===== config.mk =====
export PLATFORM = sky130hd
export DESIGN_NAME = display_scan_sched
export DESIGN_NICKNAME = d
export VERILOG_FILES = /design/src/rtl/display_pkg.sv /design/src/rtl/scan_prescaler.sv /design/src/rtl/display_scan_sched.sv
export SDC_FILE = /design/constraint.sdc
export NUM_CORES = 1
export LEC_CHECK = 0
export BUFFER_PORTS_ARGS = -buffer_cell sky130_fd_sc_hd__buf_4
export CAP_MARGIN = 30
export CORE_MARGIN = 2
export CORE_UTILIZATION = 50
export DETAILED_ROUTE_END_ITERATION = 7
export PLACE_DENSITY = 0.74
export SYNTH_ARGS = -nofsm -noshare
export SYNTH_HDL_FRONTEND = slang
export SYNTH_HIERARCHICAL = 1
export SYNTH_SLANG_ARGS = --single-unit

===== constraint.sdc =====
create_clock -name clk -period 3.15 [get_ports clk]
set_input_delay 0.63 -clock clk [delete_from_list [all_inputs] [get_ports clk]]
set_output_delay 0.63 -clock clk [all_outputs]
set_load 0.05 [all_outputs]

===== src/rtl/display_pkg.sv =====
// Shared definitions for the 7-segment scan path (scheduler, digit mux,
// segment decoder).
//   NUM_DIG / SEL_W : digit count and width of the digit select
//   AN_OFF          : anode pattern with every digit dark (active-low)
//   scan_state_t    : scheduler FSM states
//   an_decode()     : active-low one-cold anode pattern for a lit digit
package display_pkg;
   localparam int NUM_DIG = 4;
   localparam int SEL_W   = 2;
   localparam logic [NUM_DIG-1:0] AN_OFF = 4'b1111;

   typedef enum logic [1:0] {IDLE, SHOW, BLANK} scan_state_t;

   // A masked digit keeps its anode high but still owns its slot.
   function automatic logic [NUM_DIG-1:0] an_decode(input logic [SEL_W-1:0]   sel,
                                                    input logic [NUM_DIG-1:0] den);
      logic [NUM_DIG-1:0] a;
      a      = AN_OFF;
      a[sel] = ~den[sel];
      return a;
   endfunction
endpackage


===== src/rtl/scan_prescaler.sv =====
// Slot/blank duration counter for the scan scheduler.
//   clk, rst : clock, synchronous active-high reset
//   clr_i    : restart the count at 0 on the next edge
//   limit_i  : terminal value for the current interval
//   tc_o     : count has reached limit_i (combinational)
module scan_prescaler #(
   parameter int CNT_W = 17
) (
   input  logic             clk,
   input  logic             rst,
   input  logic             clr_i,
   input  logic [CNT_W-1:0] limit_i,
   output logic             tc_o
);
   logic [CNT_W-1:0] cnt_q;

   always_ff @(posedge clk) begin
      if (rst || clr_i) cnt_q <= '0;
      else              cnt_q <= cnt_q + CNT_W'(1);
   end

   assign tc_o = (cnt_q == limit_i);
endmodule


===== src/rtl/display_scan_sched.sv =====
// Scan scheduler for the 4-digit 7-segment display. Steps the digit select,
// drives active-low anodes and decimal point, and inserts an all-dark blanking
// interval between digits so segment data never ghosts.
//   clk, rst   : clock, synchronous active-high reset
//   en         : 1 = scan runs, 0 = display dark and scan parked at digit 0
//   digit_en   : per-digit enable mask (0 = digit dark in its slot)
//   point      : per-digit decimal point request
//   s          : digit select to the 4:1 data mux
//   an         : anodes, active-low, at most one low
//   dp         : decimal point, active-low
//   frame_tick : one-cycle pulse whenever digit 0 is entered
module display_scan_sched
   import display_pkg::*;
#(
   parameter int SCAN_DIV  = 100000,
   parameter int BLANK_CYC = 256,
   parameter int CNT_W     = 17
) (
   input  logic               clk,
   input  logic               rst,
   input  logic               en,
   input  logic [NUM_DIG-1:0] digit_en,
   input  logic [NUM_DIG-1:0] point,
   output logic [SEL_W-1:0]   s,
   output logic [NUM_DIG-1:0] an,
   output logic               dp,
   output logic               frame_tick
);
   localparam logic [CNT_W-1:0] SHOW_LIM  = CNT_W'(SCAN_DIV - 1);
   localparam logic [CNT_W-1:0] BLANK_LIM = CNT_W'(BLANK_CYC - 1);

   scan_state_t        state_q, state_d;
   logic [SEL_W-1:0]   s_q, s_d;
   logic [NUM_DIG-1:0] an_q, an_d;
   logic               dp_q, dp_d;
   logic               tick_q, tick_d;
   logic               tc;
   logic               cnt_clr;

   // Counter restarts on every interval boundary and is held at 0 while parked,
   // so the first SHOW after enable starts at 0.
   assign cnt_clr = !en || (state_q == IDLE) || tc;

   scan_prescaler #(.CNT_W(CNT_W)) u_presc (
      .clk     (clk),
      .rst     (rst),
      .clr_i   (cnt_clr),
      .limit_i ((state_q == SHOW) ? SHOW_LIM : BLANK_LIM),
      .tc_o    (tc)
   );

   always_ff @(posedge clk) begin
      if (rst) state_q <= IDLE;
      else     state_q <= state_d;
   end

   always_comb begin
      state_d = state_q;
      if (!en) begin
         state_d = IDLE;
      end else begin
         case (state_q)
            IDLE:    state_d = SHOW;
            SHOW:    if (tc) state_d = BLANK;
            BLANK:   if (tc) state_d = SHOW;
            default: state_d = IDLE;
         endcase
      end
   end

   // Outputs are computed from the next state so an/dp/s/tick change on the
   // same edge as the state they belong to.
   always_comb begin
      s_d    = s_q;
      tick_d = 1'b0;
      case (state_d)
         IDLE: s_d = '0;
         SHOW: begin
            if (state_q == IDLE) begin
               s_d    = '0;
               tick_d = 1'b1;
            end else if (state_q == BLANK) begin
               s_d    = s_q + 1'b1;
               tick_d = (s_q == SEL_W'(NUM_DIG - 1));
            end
         end
         default: ;
      endcase
      if (state_d == SHOW) begin
         an_d = an_decode(s_d, digit_en);
         dp_d = ~(point[s_d] & digit_en[s_d]);
      end else begin
         an_d = AN_OFF;
         dp_d = 1'b1;
      end
   end

   always_ff @(posedge clk) begin
      if (rst) begin
         s_q    <= '0;
         an_q   <= AN_OFF;
         dp_q   <= 1'b1;
         tick_q <= 1'b0;
      end else begin
         s_q    <= s_d;
         an_q   <= an_d;
         dp_q   <= dp_d;
         tick_q <= tick_d;
      end
   end

   assign s          = s_q;
   assign an         = an_q;
   assign dp         = dp_q;
   assign frame_tick = tick_q;
endmodule

==> flow_summary.toml <==
[critical_path]
required_ns = 3.37
r2r_cells = 12
cp-end-kind = "register"
crit_slowest_cell = "dfxtp_1"
crit_path_start = "state_q[0]"
start_kind = "register"
crit_top_cell = "nor4_1"
r2r_slack_ns = 0.22
endpoint = "dp"
cp_slowest_stage_delay_ns = 0.46
cp.arrival_ns = 3.15
r2r_end = "dp"
cp_max_fo = 8
criticalPathCategory = "register to register"
path_cells = "nand2b_1, inv_1, xor2_1, nor4_1, nand3_1, nor4_1, buf_4, and4bb_1, o31ai_4, mux2i_1, mux2_2, a31o_1"
r2r_start = "state_q[0]"

[logic_synthesis]
synth_compound_area_frac = 0.05659
synth-edff-count = 0
synth_top_cell_area_share = 0.3820
synth_top_family_by_area = "simple AND/OR/NAND/NOR gates"
synth-seq-cells = 27
synthTopCellsByCount = "27 x dfxtp_1, 21 x nor2_1, 18 x xor2_1, 12 x xnor2_1, 10 x nand3_1"
muxShareOfSynthArea = 0.03714
synth.area.top_cells = "dfxtp_1 38%, xor2_1 11%, xnor2_1 7.4%"
ys_seq_area_frac = 0.3820
yosysWarnings = 6
netlist_instances = 159
syn_area_per_cell_um2 = 8.900
synth_top_area_cell = "dfxtp_1"
synth.distinct_cells = 38
synth_area_um2 = 1415
async_flop_share = 0
yosys.area_share.adder = 0.01768
synth_ff_type = "dfxtp_1"
yosysMostFrequentCell = "dfxtp_1"
synth_xor_area_frac = 0.1857
yosys.area_share.simple = 0.2776

[outcome]
run_status = "complete, no violations"

[route]
viasPerCell = 5.223
wirelength_um = 2812
wire_per_inst_um = 12.78
dr_total_vias = 1149
drcViolationCount = 0
dr.pass1.iters = 4
postRouteAntennaNets = 0
first_iter_violations = 34

[floorplanning]
fp.dieW_um = 57.20
io_pins = 19
core_um2 = 2734
num_rows = 19
start_util = 0.5176
die-area_um2 = 3272
die_h_um = 57.20

[pwr]
clkPwrFrac = 0.270
combPwrFrac = 0.085
p_sw_frac = 0.2284
power.leakage_nw = 0.6500
p_int_mw = 0.4145
power.density_nw_per_um2 = 325.0
p_switching_mw = 0.1227
peakVddDrop_mv = 0.2592
p_seq_frac = 0.645
total_power_mw = 0.5372

[final_layout]
diodes = 0
multi_input_area_um2 = 854.6
drive_gt1_frac = 0.1746
final_util = 0.6046
regArea_um2 = 541.8
finalNonFillerCells = 220
fin_nets = 203
fillers = 246
syn_to_final_growth_pct = 16.80

[clock_tree]
clockRootBuffer = "clkbuf_4"
holdBufCountCts = 0
cts-htree-levels = 1
cts-buffers-inserted = 3
clkSinkCount = 27
tritoncts = "built"
clk_pin_slew_ns = 0.13
clk-insertion-delay-late_ns = 0.31
cts.path.max_buffers = 2

[grt]
grt_pass1_wl_um = 4685
antenna_found_initial = 0
grt_max_degree = 18
track_usage = 0.1783
grt.overflow.total = 0
grt_pass1_vias = 1058

[run]
cap_violations = 0

[place]
gp_congestion = 0.8517
portBuffers = 18
dp.cells = 214
place_hpwl_um = 2098

[sta]
rsz0062_at_grt = "no"
fmax_mhz = 341.3
drv_slew = 0
holdWs_ns = 0.4863
setup_viol = 0
period_minus_slack_ns = 2.930
hold_violations = 0
fin_worst_skew_ns = 0.003888
finalSetupTns_ns = 0
fin_crit_sh = 0.9301

[hold_path]
hp-class = "input pin to register"
==> state kept, by name (all words and copies together) (netlist names) <==
name	count
an	4
state_q	2
s	2
dp	1
frame_tick	1
u_presc/cnt_q	17
==> worst min path at each step <==
stage / startpoint / to / depth (start not counted)
global placement: u_presc/cnt_q[0] / u_presc/cnt_q[0] / 1
floorplan: u_presc/cnt_q[0] / u_presc/cnt_q[0] / 1
global route: digit_en[3] / an[3] / 2
finish: rst / state_q[1] / 2
detailed placement: u_presc/cnt_q[0] / u_presc/cnt_q[0] / 1
CTS: digit_en[3] / an[3] / 2
==> layout by cell type (no fill, tap or decap), drive strengths merged <==
cell,instances
nand3,11
a21oi,2
nand4,8
xor2,18
o21ai,1
xnor2,12
mux2,2
o31ai,2
nand2,6
o32a,1
and3,1
or4,1
nor3,5
or3,3
o22a,1
nor2,21
a31o,1
buf,22
or2,1
inv,7
and3b,1
ha,2
nand4b,1
nor2b,1
mux2i,3
o32ai,1
conb,11
and4,1
nor4,6
clkbuf,4
dfxtp,27
nand2b,2
and4bb,2
or2b,1
==> power groups by stage <==
stage	combinational [mW]	sequential, mW	clock [mW]
2_1_floorplan	0.0211	0.359	0
3_3_place_gp	0.0438	0.354	0
3_5_place_dp	0.0446	0.354	0
4_1_cts	0.0448	0.347	0.153
5_1_grt	0.0492	0.347	0.164
6_report	0.0454	0.346	0.145
==> metrics by stage <==
stage               area, um^2  setup WS, ns
floorplan                 1449       0.08167
global placement          1610        0.3189
detailed placement        1610        0.1282
CTS                       1637       0.08728
global route              1653       0.05491
finish                    1653        0.2202
==> layout make-up <==
type,count,area share
Clock buffer,4,0.01590
Inverter,7,0.01590
Multi-Input combinational cell,129,0.5170
Sequential cell,27,0.3278
Tap cell,31,0.02347
Timing Repair Buffer,22,0.09992
==> what timing repair did <==
action / in CTS / in global routing
endpoints found under the hold margin: 0 / 0
endpoints found under the setup margin: 0 / 1
resized for setup: 0 / 1
buffers inserted: 0 / 2
==> cells by family after synthesis <==
group / Yosys count
adders and majority gates: 2
DFF: 27
xor gates and xnor gates: 30
and+or+nand+nor: 72
other: 2
AOI/OAI and AO/OA: 9
muxes: 5
buffers and inverters: 12
==> metal layers <==
layer,track usage,share of wire,up-vias
li1,-,-,604
met5,0,0,-
met1,0.2465,0.50,531
met2,0.2759,0.47,12
met4,0.07309,0.0057,0
met3,0.03175,0.024,2
==> critical path: cells and delay by family (launching register included) <==
family / cells / cell delay (ns)
and+or+nand+nor: 5 / 0.98
DFF: 1 / 0.46
buffers and inverters: 2 / 0.37
muxes: 2 / 0.42
AOI/OAI and AO/OA: 2 / 0.51
xor gates and xnor gates: 1 / 0.09
Power figures use the tool's default switching activity.
